**src/rtl/instr_mem_access.sv**
```systemverilog
`default_nettype none
// ============================================================================
//  Module      : instr_mem_access
//  Description : Memory-access pipeline stage that sits after execute.
//                ALU-pass and bubble ops retire one cycle after acceptance.
//                Loads and stores issue a req/ack bus transaction. The stage
//                stalls upstream (in_ready=0) until the transaction completes
//                with an ack or is aborted by the timeout counter.
//  Ports       : clk, reset (sync, active-high), flush
//                in_valid/update_in/MaInData/in_ready  - execute side
//                mem_req/mem_we/mem_addr/mem_wdata/
//                mem_rdata/mem_ack                      - data-memory bus
//                wb_valid/wb_en/wb_dest/wb_data         - write-back bundle
//                mem_err                                - timeout pulse
//  Revision    : 1.0 - initial release
// ============================================================================
module instr_mem_access #(
    parameter int DATA_W  = 16,
    parameter int TIMEOUT = 15
) (
    input  logic              clk,
    input  logic              reset,
    input  logic              flush,
    input  logic              in_valid,
    input  logic              update_in,
    input  logic [2*DATA_W+4:0] MaInData,
    output logic              in_ready,
    output logic              mem_req,
    output logic              mem_we,
    output logic [DATA_W-1:0] mem_addr,
    output logic [DATA_W-1:0] mem_wdata,
    input  logic [DATA_W-1:0] mem_rdata,
    input  logic              mem_ack,
    output logic              wb_valid,
    output logic              wb_en,
    output logic [2:0]        wb_dest,
    output logic [DATA_W-1:0] wb_data,
    output logic              mem_err
);

    localparam logic [0:0] c_IDLE    = 1'b0;
    localparam logic [0:0] c_WAIT    = 1'b1;

    localparam logic [1:0] c_OP_ALU    = 2'b00;
    localparam logic [1:0] c_OP_LOAD   = 2'b01;
    localparam logic [1:0] c_OP_STORE  = 2'b10;
    localparam logic [1:0] c_OP_BUBBLE = 2'b11;

    // Counter is one bit wider than the largest TIMEOUT so the incremented
    // value never wraps before the compare.
    localparam logic [8:0] c_TIMEOUT = 9'(TIMEOUT);

    logic [0:0]        r_state;
    logic [7:0]        r_cnt;
    logic              r_kill;
    logic [2:0]        r_ld_dest;
    logic              r_mem_req;
    logic              r_mem_we;
    logic [DATA_W-1:0] r_mem_addr;
    logic [DATA_W-1:0] r_mem_wdata;
    logic              r_wb_valid;
    logic              r_wb_en;
    logic [2:0]        r_wb_dest;
    logic [DATA_W-1:0] r_wb_data;
    logic              r_mem_err;

    logic [1:0]        w_op;
    logic [2:0]        w_dest;
    logic [DATA_W-1:0] w_result;
    logic [DATA_W-1:0] w_opa;
    logic              w_accept;
    logic              w_kill;
    logic [8:0]        w_cnt_next;

    assign w_op       = MaInData[1:0];
    assign w_dest     = MaInData[4:2];
    assign w_result   = MaInData[DATA_W+4:5];
    assign w_opa      = MaInData[2*DATA_W+4:DATA_W+5];

    assign in_ready   = (r_state == c_IDLE);
    assign w_accept   = in_valid && in_ready && !flush;
    // A flush arriving on the completing edge squashes just like an earlier one.
    assign w_kill     = r_kill || flush;
    assign w_cnt_next = {1'b0, r_cnt} + 9'd1;

    always_ff @(posedge clk) begin
        if (reset) begin
            r_state     <= c_IDLE;
            r_cnt       <= '0;
            r_kill      <= 1'b0;
            r_ld_dest   <= '0;
            r_mem_req   <= 1'b0;
            r_mem_we    <= 1'b0;
            r_mem_addr  <= '0;
            r_mem_wdata <= '0;
            r_wb_valid  <= 1'b0;
            r_wb_en     <= 1'b0;
            r_wb_dest   <= '0;
            r_wb_data   <= '0;
            r_mem_err   <= 1'b0;
        end else begin
            // Pulsed outputs default low; dest/data hold their last value.
            r_wb_valid <= 1'b0;
            r_wb_en    <= 1'b0;
            r_mem_err  <= 1'b0;

            case (r_state)
                c_IDLE: begin
                    if (w_accept) begin
                        case (w_op)
                            c_OP_ALU: begin
                                r_wb_valid <= 1'b1;
                                r_wb_en    <= update_in;
                                r_wb_dest  <= w_dest;
                                r_wb_data  <= w_result;
                            end
                            c_OP_BUBBLE: begin
                                r_wb_valid <= 1'b1;
                            end
                            c_OP_LOAD, c_OP_STORE: begin
                                r_mem_req   <= 1'b1;
                                r_mem_we    <= (w_op == c_OP_STORE);
                                r_mem_addr  <= w_result;
                                r_mem_wdata <= w_opa;
                                r_ld_dest   <= w_dest;
                                r_cnt       <= '0;
                                r_kill      <= 1'b0;
                                r_state     <= c_WAIT;
                            end
                            default: ;
                        endcase
                    end
                end

                c_WAIT: begin
                    if (mem_ack) begin
                        // Ack has priority over a timeout reached on the same edge.
                        r_mem_req  <= 1'b0;
                        r_state    <= c_IDLE;
                        r_kill     <= 1'b0;
                        r_wb_valid <= !w_kill;
                        if (!r_mem_we && !w_kill) begin
                            r_wb_en   <= 1'b1;
                            r_wb_dest <= r_ld_dest;
                            r_wb_data <= mem_rdata;
                        end
                    end else if (w_cnt_next == c_TIMEOUT) begin
                        r_mem_req  <= 1'b0;
                        r_state    <= c_IDLE;
                        r_kill     <= 1'b0;
                        r_wb_valid <= !w_kill;
                        r_mem_err  <= 1'b1;
                    end else begin
                        r_cnt <= w_cnt_next[7:0];
                        if (flush) begin
                            r_kill <= 1'b1;
                        end
                    end
                end

                default: r_state <= c_IDLE;
            endcase
        end
    end

    assign mem_req   = r_mem_req;
    assign mem_we    = r_mem_we;
    assign mem_addr  = r_mem_addr;
    assign mem_wdata = r_mem_wdata;
    assign wb_valid  = r_wb_valid;
    assign wb_en     = r_wb_en;
    assign wb_dest   = r_wb_dest;
    assign wb_data   = r_wb_data;
    assign mem_err   = r_mem_err;

endmodule
`default_nettype wire

```
**config.mk**
```make
export PLATFORM = sky130hd
export DESIGN_NAME = instr_mem_access
export DESIGN_NICKNAME = d
export VERILOG_FILES = /design/src/rtl/instr_mem_access.sv
export SDC_FILE = /design/constraint.sdc
export NUM_CORES = 1
export LEC_CHECK = 0
export BUFFER_PORTS_ARGS = -buffer_cell sky130_fd_sc_hd__clkbuf_2
export CAP_MARGIN = 30
export CORE_ASPECT_RATIO = 1.4
export CORE_MARGIN = 1.5
export CORE_UTILIZATION = 48
export DETAILED_ROUTE_END_ITERATION = 16
export PLACE_DENSITY = 0.79
export SYNTH_ARGS = -nofsm -noshare
export SYNTH_HDL_FRONTEND = slang
export SYNTH_SLANG_ARGS = --single-unit
```
**constraint.sdc**
```tcl
create_clock -name clk -period 2.14 [get_ports clk]
set_input_delay 0.428 -clock clk [delete_from_list [all_inputs] [get_ports clk]]
set_output_delay 0.428 -clock clk [all_outputs]
set_load 0.05 [all_outputs]
```
==> impl_metrics.json <==
{
  "rr_worst_depth": 6,
  "cp.required_ps": 2390,
  "p_leak_uw": 0.00155,
  "critical_path_class": "flip-flop to flip-flop",
  "ys_warn_count": 0,
  "drv_slew": 0,
  "crit_path_end_kind": "flip-flop",
  "timing.rr.end": "r_cnt[3]",
  "antenna_left": 0,
  "multiInputGateArea_mm2": 0.00137,
  "dr_total_vias": 2758,
  "synth-compound-area-share_pct": 19.0,
  "cp_slowest_cell": "dfxtp_1",
  "seq_area_mm2": 0.00138,
  "rsz0062_at_grt": "no",
  "worstSetupStartpoint": "r_cnt[0]",
  "fp.coreArea_mm2": 0.00586,
  "seqPwrFrac_pct": 47.7,
  "finalNonFillerCells": 523,
  "hp-start": "MaInData[31]",
  "max_stage_delay_ps": 370,
  "switching_share_pct": 28.5,
  "fmax_ghz": 0.506,
  "grt_pass1_wl_um": 11400,
  "overflow": 0,
  "design_area_mm2": 0.00372,
  "setup_tns_ps": 0,
  "grt_usage_pct": 22.9,
  "start_util_pct": 49.5,
  "cts_hold_buf": 0,
  "hold_viol": 0,
  "yosys-top-cells-count": "79 x nand2_1, 69 x dfxtp_1, 44 x a21oi_1",
  "grt_pass1_vias": 2624,
  "synthSimpleGateAreaFrac_pct": 19.6,
  "status": "complete, no violations",
  "cts-root-buf": "clkbuf_8",
  "cts.clk_slew.worst_paths_ps": 70,
  "dp_hpwl_um": 5210,
  "power_frac_clock_pct": 36.8,
  "synth_ff_type": "dfxtp_1",
  "synth_top_family_by_area": "simple AND/OR/NAND/NOR gates",
  "grt_max_degree": 40,
  "drv_cap": 0,
  "drive_above_1_share_pct": 32.5,
  "drtPass1Iterations": 4,
  "setup_viol": 0,
  "io_pins": 116,
  "dpl_cell_area_mm2": 0.00352,
  "netlist.area_leader.share_pct": 47.6,
  "final.period_utilization_pct": 92.4,
  "powerDensity_mw_per_mm2": 765,
  "hold_class": "input pin to flip-flop",
  "internal_power_uw": 2030,
  "cp.arrival_ps": 2230,
  "ys_types": 40,
  "routed_wl_um": 7120,
  "port_buffers": 115,
  "n_fill_cell": 522,
  "dieArea_mm2": 0.00653,
  "synthAdderAreaFrac_pct": 1.72,
  "die_h_um": 95.0,
  "endpoint": "r_cnt[3]",
  "wl_per_cell_um": 13.6,
  "cts.repair.resized": 0,
  "muxShareOfSynthArea_pct": 6.55,
  "drc": 0,
  "netlist_top_cells_area": "dfxtp_1 48%, nand2_1 10%, a21oi_1 7.6%",
  "synth-xor-area-share_pct": 0.302,
  "cts_sinks": 69,
  "htree_levels": 3,
  "gp_congestion": 0.803,
  "final_nets": 511,
  "postSynth.asyncResetShare_pct": 0,
  "clk_latency_ps": 340,
  "die_width_um": 68.7,
  "ys_seq_elements": 69,
  "pwr-share-comb_pct": 15.5,
  "worstPathCellList": "ha_1 -> and3_4 -> o211a_1 -> o2111ai_2 -> a31oi_1 -> a311oi_1",
  "via_per_inst": 5.27,
  "slew_headroom_pct": 62.5,
  "cts_setup_buffers": 0,
  "yosys.area.top_type": "dfxtp_1",
  "period_needed_ps": 1980,
  "p_sw_uw": 812,
  "worstPathMaxFanout": 7,
  "ys_seq_area_share_pct": 47.6,
  "tightest_slew_ps": 560,
  "numCtsBuffers": 9,
  "finalClockSkew_ps": 8.04,
  "antenna_cells": 0,
  "cts_buffer_depth": 2,
  "syn_nets": 401,
  "synth_most_common_cell": "nand2_1",
  "ir_worst_vdd_v": 0.000457,
  "drtIter0Drc": 118,
  "timing.rr.start": "r_cnt[0]",
  "startpoint_type": "flip-flop",
  "rows": 33,
  "avgSynthCellArea_um2": 8.59,
  "cts_tree": "done",
  "mappedNetlistArea_mm2": 0.00290,
  "syn_to_final_growth_pct": 28.0,
  "antenna_found_initial": 0,
  "rrSetupSlack_ps": 160,
  "synth_enable_flop_cells": 0,
  "dp.cells": 507,
  "netlist_instances": 338
}
==> cells in the final DEF, fill, tap and decap left out, types with 2 or more instances in the layout <==
cell,netlist,final
o21ai_0,2,2
ha_1,4,4
nor2_1,24,24
clkinv_2,0,2
a31oi_1,5,5
clkbuf_1,14,2
dfxtp_1,69,69
o211ai_1,6,6
nand3_1,2,2
a311oi_1,3,3
clkbuf_2,0,115
mux2i_1,19,19
clkbuf_8,0,10
a211oi_1,20,20
inv_1,6,6
nand2b_1,4,4
buf_4,2,9
nor3_1,3,3
nand2_1,79,79
a21oi_1,44,44
and3_1,2,2
==> power groups by stage <==
stage                     logic, uW  registers, uW  clock network [uW]
after global routing            476           1360                1120
after global placement          435           1380                   0
after floorplan                 151           1540                   0
after detailed placement        442           1390                   0
after CTS                       443           1360                1050
final                           441           1360                1050
==> state kept, by name (all words and copies together) (netlist names) <==
signal	count
mem_addr	16
mem_err	1
mem_req	1
mem_wdata	16
mem_we	1
r_cnt	8
r_kill	1
r_ld_dest	3
r_state	1
wb_data	16
wb_dest	3
wb_en	1
wb_valid	1
==> final cells by class <==
cell class / instances / share of cell area (%)
flip-flops and latches: 69 / 37.2
inverters: 6 / 0.606
multi-input cells: 237 / 36.9
well taps: 70 / 2.36
clock buffers: 12 / 3.90
repair buffers: 125 / 17.8
clock inverters: 4 / 1.28
==> layer usage <==
layer  global-route usage, %  part of all wire (%)  vias up
met5                       0                     0        -
met4                    9.64                   2.6        0
li1                        -                     -     1386
met3                    6.85                   5.5       15
met1                    24.8                    39     1277
met2                    40.2                    52       80
==> per-stage QoR <==
step           setup WS [ps]  utilization (%)  power [uW]  hold slack [ps]
2_1_floorplan            350                -        1690              436
3_3_place_gp             282             60.1        1820              440
3_5_place_dp             222             60.1        1830              447
4_1_cts                  191             63.4        2850              299
5_1_grt                 4.10             63.4        2960              301
6_report                 163             63.4        2840              303
==> kinds of logic after synthesis <==
family | after synthesis
and+or+nand+nor | 126
AOI/OAI and AO/OA | 87
DFF | 69
buffers and inverters | 32
muxes | 19
adders and majority gates | 4
xor gates and xnor gates | 1
==> worst min-delay path by stage <==
| stage | end | slack, ps | cells after the start |
|---|---|---|---|
| after floorplan | r_ld_dest[0] | 440 | 2 |
| after global placement | r_ld_dest[1] | 440 | 2 |
| after detailed placement | mem_wdata[12] | 450 | 2 |
| after CTS | mem_wdata[10] | 300 | 3 |
| after global routing | mem_wdata[12] | 300 | 3 |
| final | mem_wdata[10] | 300 | 3 |
==> worst max-delay path, delay by kind of cell (launching register included) <==
kind,cells,cell delay (ps)
AND/OR/NAND/NOR,1,200
flip-flops,1,370
adder cells (fa/ha/maj),1,290
AO/OA/AOI/OAI,4,1020
Power figures use the tool's default switching activity.
